==> src/rtl/mole_anim_pkg.sv <==
// Shared op codes, sprite-select codes and FSM state encoding for the mole animator.
package mole_anim_pkg;

  localparam logic [1:0] CMD_NOP   = 2'd0;
  localparam logic [1:0] CMD_POP   = 2'd1;
  localparam logic [1:0] CMD_WHACK = 2'd2;
  localparam logic [1:0] CMD_MISS  = 2'd3;

  localparam logic [1:0] SPR_NONE   = 2'd0;
  localparam logic [1:0] SPR_NORMAL = 2'd1;
  localparam logic [1:0] SPR_DEAD   = 2'd2;
  localparam logic [1:0] SPR_HAPPY  = 2'd3;

  typedef enum logic [1:0] {
    ST_IDLE    = 2'd0,
    ST_ASCEND  = 2'd1,
    ST_UP      = 2'd2,
    ST_DESCEND = 2'd3
  } state_t;

endpackage

==> src/rtl/mole_step_ticker.sv <==
// Animation step divider: counts 0..STEP_DIV-1 while enabled, tick on the last count.
module mole_step_ticker #(
  parameter int STEP_DIV = 33750
) (
  input  logic clk,
  input  logic reset_n,
  input  logic clr,
  input  logic en,
  output logic tick
);

  localparam int CW = (STEP_DIV > 1) ? $clog2(STEP_DIV) : 1;
  localparam logic [CW-1:0] LAST = CW'(STEP_DIV - 1);

  logic [CW-1:0] count;

  // Divider counter; clear has priority so the first tick is a full period after a state change.
  always_ff @(posedge clk or negedge reset_n) begin
    if (!reset_n) begin
      count <= '0;
    end else if (clr) begin
      count <= '0;
    end else if (en) begin
      count <= (count == LAST) ? '0 : count + CW'(1);
    end else begin
      count <= count;
    end
  end

  assign tick = en & (count == LAST);

endmodule

==> src/rtl/mole_sprite_animator.sv <==
// N-hole mole pop-up animator: FSM, rise arithmetic and hole table.
// Optional auto-miss timeout in UP is enabled by defining MOLE_ANIM_TIMEOUT_EN.
module mole_sprite_animator
  import mole_anim_pkg::*;
#(
  parameter int N_HOLES       = 8,
  parameter int SPRITE_H      = 256,
  parameter int STEP_DIV      = 33750,
  parameter int STEP_PX       = 1,
  parameter logic [11*N_HOLES-1:0] HOLE_X =
    {11'd747, 11'd406, 11'd65, 11'd747, 11'd65, 11'd747, 11'd406, 11'd65},
  parameter logic [10*N_HOLES-1:0] HOLE_Y =
    {10'd512, 10'd512, 10'd512, 10'd256, 10'd256, 10'd0, 10'd0, 10'd0},
  parameter int TIMEOUT_TICKS = 600
) (
  input  logic        clk,
  input  logic        reset_n,
  input  logic        cmd_valid,
  output logic        cmd_ready,
  input  logic [1:0]  cmd_op,
  input  logic [3:0]  cmd_hole,
  output logic [10:0] spr_x,
  output logic [9:0]  cell_y,
  output logic [9:0]  spr_y,
  output logic        spr_vis,
  output logic [1:0]  spr_sel,
  output logic        busy,
  output logic        up_done,
  output logic        down_done,
  output logic        cmd_err,
  output logic        timeout
);

  localparam int RW = $clog2(SPRITE_H + 1);
  localparam logic [RW:0]   H_EXT  = (RW+1)'(SPRITE_H);
  localparam logic [RW:0]   PX_EXT = (RW+1)'(STEP_PX);
  localparam logic [RW-1:0] H_TOP  = RW'(SPRITE_H);

  state_t        state, state_nx;
  logic [RW-1:0] rise, rise_nx, rise_up_s, rise_dn_s;
  logic [RW:0]   rise_sum_s;
  logic [10:0]   hole_x_s, x_nx;
  logic [9:0]    hole_y_s, y_nx;
  logic [1:0]    sel_nx;
  logic          act_s, hole_ok_s, tick_s, clr_s;
  logic          up_p, dn_p, err_p, to_p;

  // Commands other than NOP are the only ones that can change anything.
  assign act_s     = cmd_valid & cmd_ready & (cmd_op != CMD_NOP);
  assign hole_ok_s = ({1'b0, cmd_hole} < 5'(N_HOLES));

  // Saturating rise steps; the extra bit keeps rise+STEP_PX from wrapping.
  assign rise_sum_s = {1'b0, rise} + PX_EXT;
  assign rise_up_s  = (rise_sum_s >= H_EXT) ? H_TOP : rise_sum_s[RW-1:0];
  assign rise_dn_s  = ({1'b0, rise} <= PX_EXT) ? '0 : rise - PX_EXT[RW-1:0];

  // Hole table lookup by requested index.
  always_comb begin
    hole_x_s = HOLE_X[10:0];
    hole_y_s = HOLE_Y[9:0];
    for (int i = 0; i < N_HOLES; i++) begin
      hole_x_s = (cmd_hole == 4'(i)) ? HOLE_X[11*i +: 11] : hole_x_s;
      hole_y_s = (cmd_hole == 4'(i)) ? HOLE_Y[10*i +: 10] : hole_y_s;
    end
  end

  assign clr_s = (state_nx != state) | (state == ST_IDLE);

  mole_step_ticker #(.STEP_DIV(STEP_DIV)) u_ticker (
    .clk     (clk),
    .reset_n (reset_n),
    .clr     (clr_s),
    .en      (state != ST_IDLE),
    .tick    (tick_s)
  );

`ifdef MOLE_ANIM_TIMEOUT_EN
  localparam int TW = $clog2(TIMEOUT_TICKS + 1);
  localparam logic [TW-1:0] TO_LAST = TW'(TIMEOUT_TICKS - 1);
  logic [TW-1:0] to_cnt;

  // Ticks spent fully up; restarts whenever UP is entered.
  always_ff @(posedge clk or negedge reset_n) begin
    if (!reset_n) begin
      to_cnt <= '0;
    end else if (state_nx != ST_UP) begin
      to_cnt <= '0;
    end else if ((state == ST_UP) && tick_s && !act_s) begin
      to_cnt <= to_cnt + TW'(1);
    end else begin
      to_cnt <= to_cnt;
    end
  end
`endif

  // Next-state logic; an accepted command pre-empts a tick on the same cycle.
  always_comb begin
    state_nx = state;
    rise_nx  = rise;
    sel_nx   = spr_sel;
    x_nx     = spr_x;
    y_nx     = cell_y;
    up_p     = 1'b0;
    dn_p     = 1'b0;
    err_p    = 1'b0;
    to_p     = 1'b0;
    case (state)
      ST_IDLE: begin
        if (act_s && (cmd_op == CMD_POP) && hole_ok_s) begin
          x_nx     = hole_x_s;
          y_nx     = hole_y_s;
          rise_nx  = '0;
          sel_nx   = SPR_NORMAL;
          state_nx = ST_ASCEND;
        end else begin
          err_p = act_s;
        end
      end
      ST_ASCEND, ST_UP: begin
        if (act_s) begin
          if (cmd_op == CMD_POP) begin
            err_p = 1'b1;
          end else begin
            sel_nx   = (cmd_op == CMD_WHACK) ? SPR_DEAD : SPR_HAPPY;
            state_nx = ST_DESCEND;
          end
        end else if (tick_s && (state == ST_ASCEND)) begin
          rise_nx = rise_up_s;
          if (rise_up_s == H_TOP) begin
            state_nx = ST_UP;
            up_p     = 1'b1;
          end else begin
            state_nx = ST_ASCEND;
          end
`ifdef MOLE_ANIM_TIMEOUT_EN
        end else if (tick_s && (to_cnt == TO_LAST)) begin
          sel_nx   = SPR_HAPPY;
          state_nx = ST_DESCEND;
          to_p     = 1'b1;
`endif
        end else begin
          state_nx = state;
        end
      end
      ST_DESCEND: begin
        if (tick_s) begin
          rise_nx = rise_dn_s;
          if (rise_dn_s == '0) begin
            sel_nx   = SPR_NONE;
            state_nx = ST_IDLE;
            dn_p     = 1'b1;
          end else begin
            state_nx = ST_DESCEND;
          end
        end else begin
          state_nx = ST_DESCEND;
        end
      end
      default: begin
        state_nx = ST_IDLE;
      end
    endcase
  end

  // FSM state and all registered outputs.
  always_ff @(posedge clk or negedge reset_n) begin
    if (!reset_n) begin
      state     <= ST_IDLE;
      rise      <= '0;
      spr_x     <= HOLE_X[10:0];
      cell_y    <= HOLE_Y[9:0];
      spr_y     <= HOLE_Y[9:0] + 10'(SPRITE_H);
      spr_vis   <= 1'b0;
      spr_sel   <= SPR_NONE;
      busy      <= 1'b0;
      cmd_ready <= 1'b1;
      up_done   <= 1'b0;
      down_done <= 1'b0;
      cmd_err   <= 1'b0;
      timeout   <= 1'b0;
    end else begin
      state     <= state_nx;
      rise      <= rise_nx;
      spr_x     <= x_nx;
      cell_y    <= y_nx;
      spr_y     <= y_nx + 10'(SPRITE_H) - 10'(rise_nx);
      spr_vis   <= (rise_nx != '0);
      spr_sel   <= sel_nx;
      busy      <= (state_nx != ST_IDLE);
      cmd_ready <= (state_nx != ST_DESCEND);
      up_done   <= up_p;
      down_done <= dn_p;
      cmd_err   <= err_p;
      timeout   <= to_p;
    end
  end

endmodule

==> config.mk <==
export PLATFORM = sky130hd
export DESIGN_NAME = mole_sprite_animator
export DESIGN_NICKNAME = d
export VERILOG_FILES = /design/src/rtl/mole_anim_pkg.sv /design/src/rtl/mole_step_ticker.sv /design/src/rtl/mole_sprite_animator.sv
export SDC_FILE = /design/constraint.sdc
export NUM_CORES = 1
export LEC_CHECK = 0
export CAP_MARGIN = 20
export CORE_MARGIN = 3
export CORE_UTILIZATION = 40
export CTS_CLUSTER_DIAMETER = 200
export DETAILED_ROUTE_END_ITERATION = 16
export GPL_TIMING_DRIVEN = 0
export PLACE_DENSITY = 0.65
export SYNTH_ARGS = -nofsm -noshare
export SYNTH_HDL_FRONTEND = slang
export SYNTH_SLANG_ARGS = --single-unit
==> constraint.sdc <==
create_clock -name clk -period 5.8 [get_ports clk]
set_input_delay 1.16 -clock clk [delete_from_list [all_inputs] [get_ports clk]]
set_output_delay 1.16 -clock clk [all_outputs]
set_load 0.005 [all_outputs]
==> reports/qor.yml <==
cts_root_buf: "clkbuf_8"
vias: 3665
grt_util_all_layers_pct: 20.0
crit_path_end_kind: "register"
power_density_nw_per_um2: 425
port_buffers: 46
arrival_ns: 5.40
period_share_pct: 89.2
drtAntennaViolNets: 0
coreArea_sq_um: 9910
slew_violations: 0
synthAdderAreaFrac_pct: 8.35
firstDrtPassIters: 5
grt_overflow_total: 0
synth_top_area_share_pct: 33.9
final_common_cell: "dfrtp_1"
synthSimpleGateAreaFrac_pct: 27.0
hold_buffers: 0
syn_area_per_cell_sq_um: 9.25
hp-class: "reg2reg"
syn_to_final_growth_pct: 20.7
synth_top_family_by_area: "simple AND/OR/NAND/NOR gates"
power.leakage_nw: 2.15
first_iter_violations: 225
ys_top_cells_by_area: "dfrtp_1 34%, ha_1 7.9%, xnor2_1 3.6%"
fp.dieH_um: 108
hold_viol: 0
std_cell_rows: 36
synth-xor-area-share_pct: 5.23
post_cts_buffers: 0
syn_inst: 447
gp_congestion: 0.919
layout.cells.non_filler: 644
worstSetupPathType: "in2reg"
ys.flop_type: "dfrtp_1"
placedInstanceArea_sq_um: 4780
dr_wl_met2_um: 5100
cts_sinks: 59
die-area_sq_um: 11600
synth_edf_count: 0
final_cell_mix: "56 x dfrtp_1, 45 x clkdlybuf4s50_1, 34 x nor2_1, 29 x nand2_1, 29 x inv_1"
final_nets: 542
rsz0062_at_grt: "false"
netlist_area_sq_um: 4140
dp_slack_ns: 0.337
ys_seq_area_share_pct: 35.8
start_util_pct: 41.7
synth.distinct_cells: 77
antenna_found_initial: 0
viasPerCell: 5.69
ys_ff_latch: 59
r2r_start: "state[0]"
clk_latency_ns: 0.35
cts_buffers: 9
grt_max_degree: 42
met3_length_um: 734
grt_pass1_vias: 3551
synth_compound_area_share_pct: 16.2
fin_skew_ns: 0.0115
dp.cells: 628
yosys_warnings: 0
start_kind: "primary input"
min_from: "spr_x[6]"
cts_buffer_depth: 2
crit_fanout: 7
period_minus_slack_ns: 5.18
cts.clk_slew.worst_paths_ns: 0.07
setup_viol: 0
yosysTopAreaCell: "dfrtp_1"
htreeDepth: 3
tritoncts: "built"
wl_met1_um: 4920
cap_viol_max_count: 0
final_layout_size_suffix_gt1_share_pct: 12.5
muxShareOfSynthArea_pct: 0.514
drc: 0
required_ns: 6.02
fmax_mhz: 193
grt_pass1_wl_um: 18000
hpwl_um: 8280
die_w_um: 108
tightest_slew_ns: 0.751
async_flop_share_pct: 100
crit_start: "cmd_op[0]"
fillCellCount: 947
drt-total-wl_um: 11000
ctsResizeCount: 0
fin_area_sq_um: 4990
setup_tns_ns: 0
outcome: "finished, final reports clean"
setup_slack_ns: 0.624
irDropWorstVdd_mv: 0.225
post-route-util_pct: 50.4
highest_layer: "met4"
insertedDiodeCount: 0
io_pins: 49
wl_per_cell_um: 17.1
slew_headroom_pct: 49.7
==> worst max-delay path, cell delays in order <==
cell,delay [ns]
clkdlybuf4s50_1,0.48
o211a_1,0.29
nor3_1,0.61
a21oi_1,0.27
o31ai_1,0.31
nand3_1,0.19
inv_1,0.10
ha_1,0.23
ha_1,0.23
fa_1,0.42
a21o_1,0.19
a21oi_1,0.24
o21bai_1,0.10
a21oi_1,0.22
o21ai_0,0.16
xor3_1,0.21
==> per-stage QoR <==
step / hold slack [ns] / power (mW)
after global placement: 0.456 / 1.73
after floorplan: 0.458 / 1.36
after CTS: 0.479 / 2.13
after detailed placement: 0.468 / 1.75
final: 0.475 / 2.12
after global routing: 0.511 / 2.28
==> cell usage after synthesis, drive strengths merged, types with 4 or more instances <==
library cell	instances
nor4	10
a21oi	24
nand3	14
nor2	34
a21o	6
nand4	12
or4b	5
or2	4
nor3	10
inv	29
o21ai	17
xnor2	17
nand2	29
a31oi	5
clkbuf	14
dfrtp	56
or4	7
ha	26
o31ai	4
and2	12
buf	15
xor2	5
nor4b	4
nor3b	4
and3	5
or3	6
and4bb	6
nand2b	5
==> sequential cells by signal (all words and copies together), names as in the netlist, 2 cells and up <==
signal and cells:
u_ticker.count 16, cell_y 10, spr_y 10, rise 9
spr_x 4, spr_sel 2, state 2
==> final cells by class <==
cell class	instances	area, sq um	area share [%]
plain buffers	29	166	3.34
repair buffers	47	475	9.53
clock inverters	2	16.3	0.326
multi-input cells	330	2380	47.7
inverters	30	113	2.26
clock buffers	14	193	3.86
well taps	133	166	3.34
flip-flops and latches	59	1480	29.7
==> cells by family (layout without fill, tap and decap cells) <==
| group | count (synthesis) | after routing |
|---|---|---|
| and+or+nand+nor | 181 | 181 |
| buffers and inverters | 59 | 122 |
| adders and majority gates | 27 | 27 |
| muxes | 2 | 2 |
| DFF | 59 | 59 |
| other | 1 | 2 |
| AOI/OAI and AO/OA | 95 | 95 |
| xor gates and xnor gates | 23 | 23 |
==> final timing paths <==
path	cells after the start	slack [ns]	end
worst max-delay path	16	0.62	spr_y[9]
worst min-delay path	2	0.48	spr_x[6]
worst max register to register	18	0.95	spr_y[9]
worst min register to register	2	0.48	spr_x[6]
max in group asynchronous	2	4.41	spr_y[8]
min in group asynchronous	1	0.76	rise[4]
==> metal layers <==
metal  GRT usage, %  up-vias
li1               -     1744
met1           27.0     1757
met2           31.2      145
met3           3.84       19
met4           8.30        0
met5              0        -
==> power by group <==
part / switching (mW) / internal, mW
clock: 0.167 / 0.214
combinational: 0.657 / 0.528
sequential: 0.0526 / 0.501
total: 0.877 / 1.24
(Power assumes the default switching activity.)
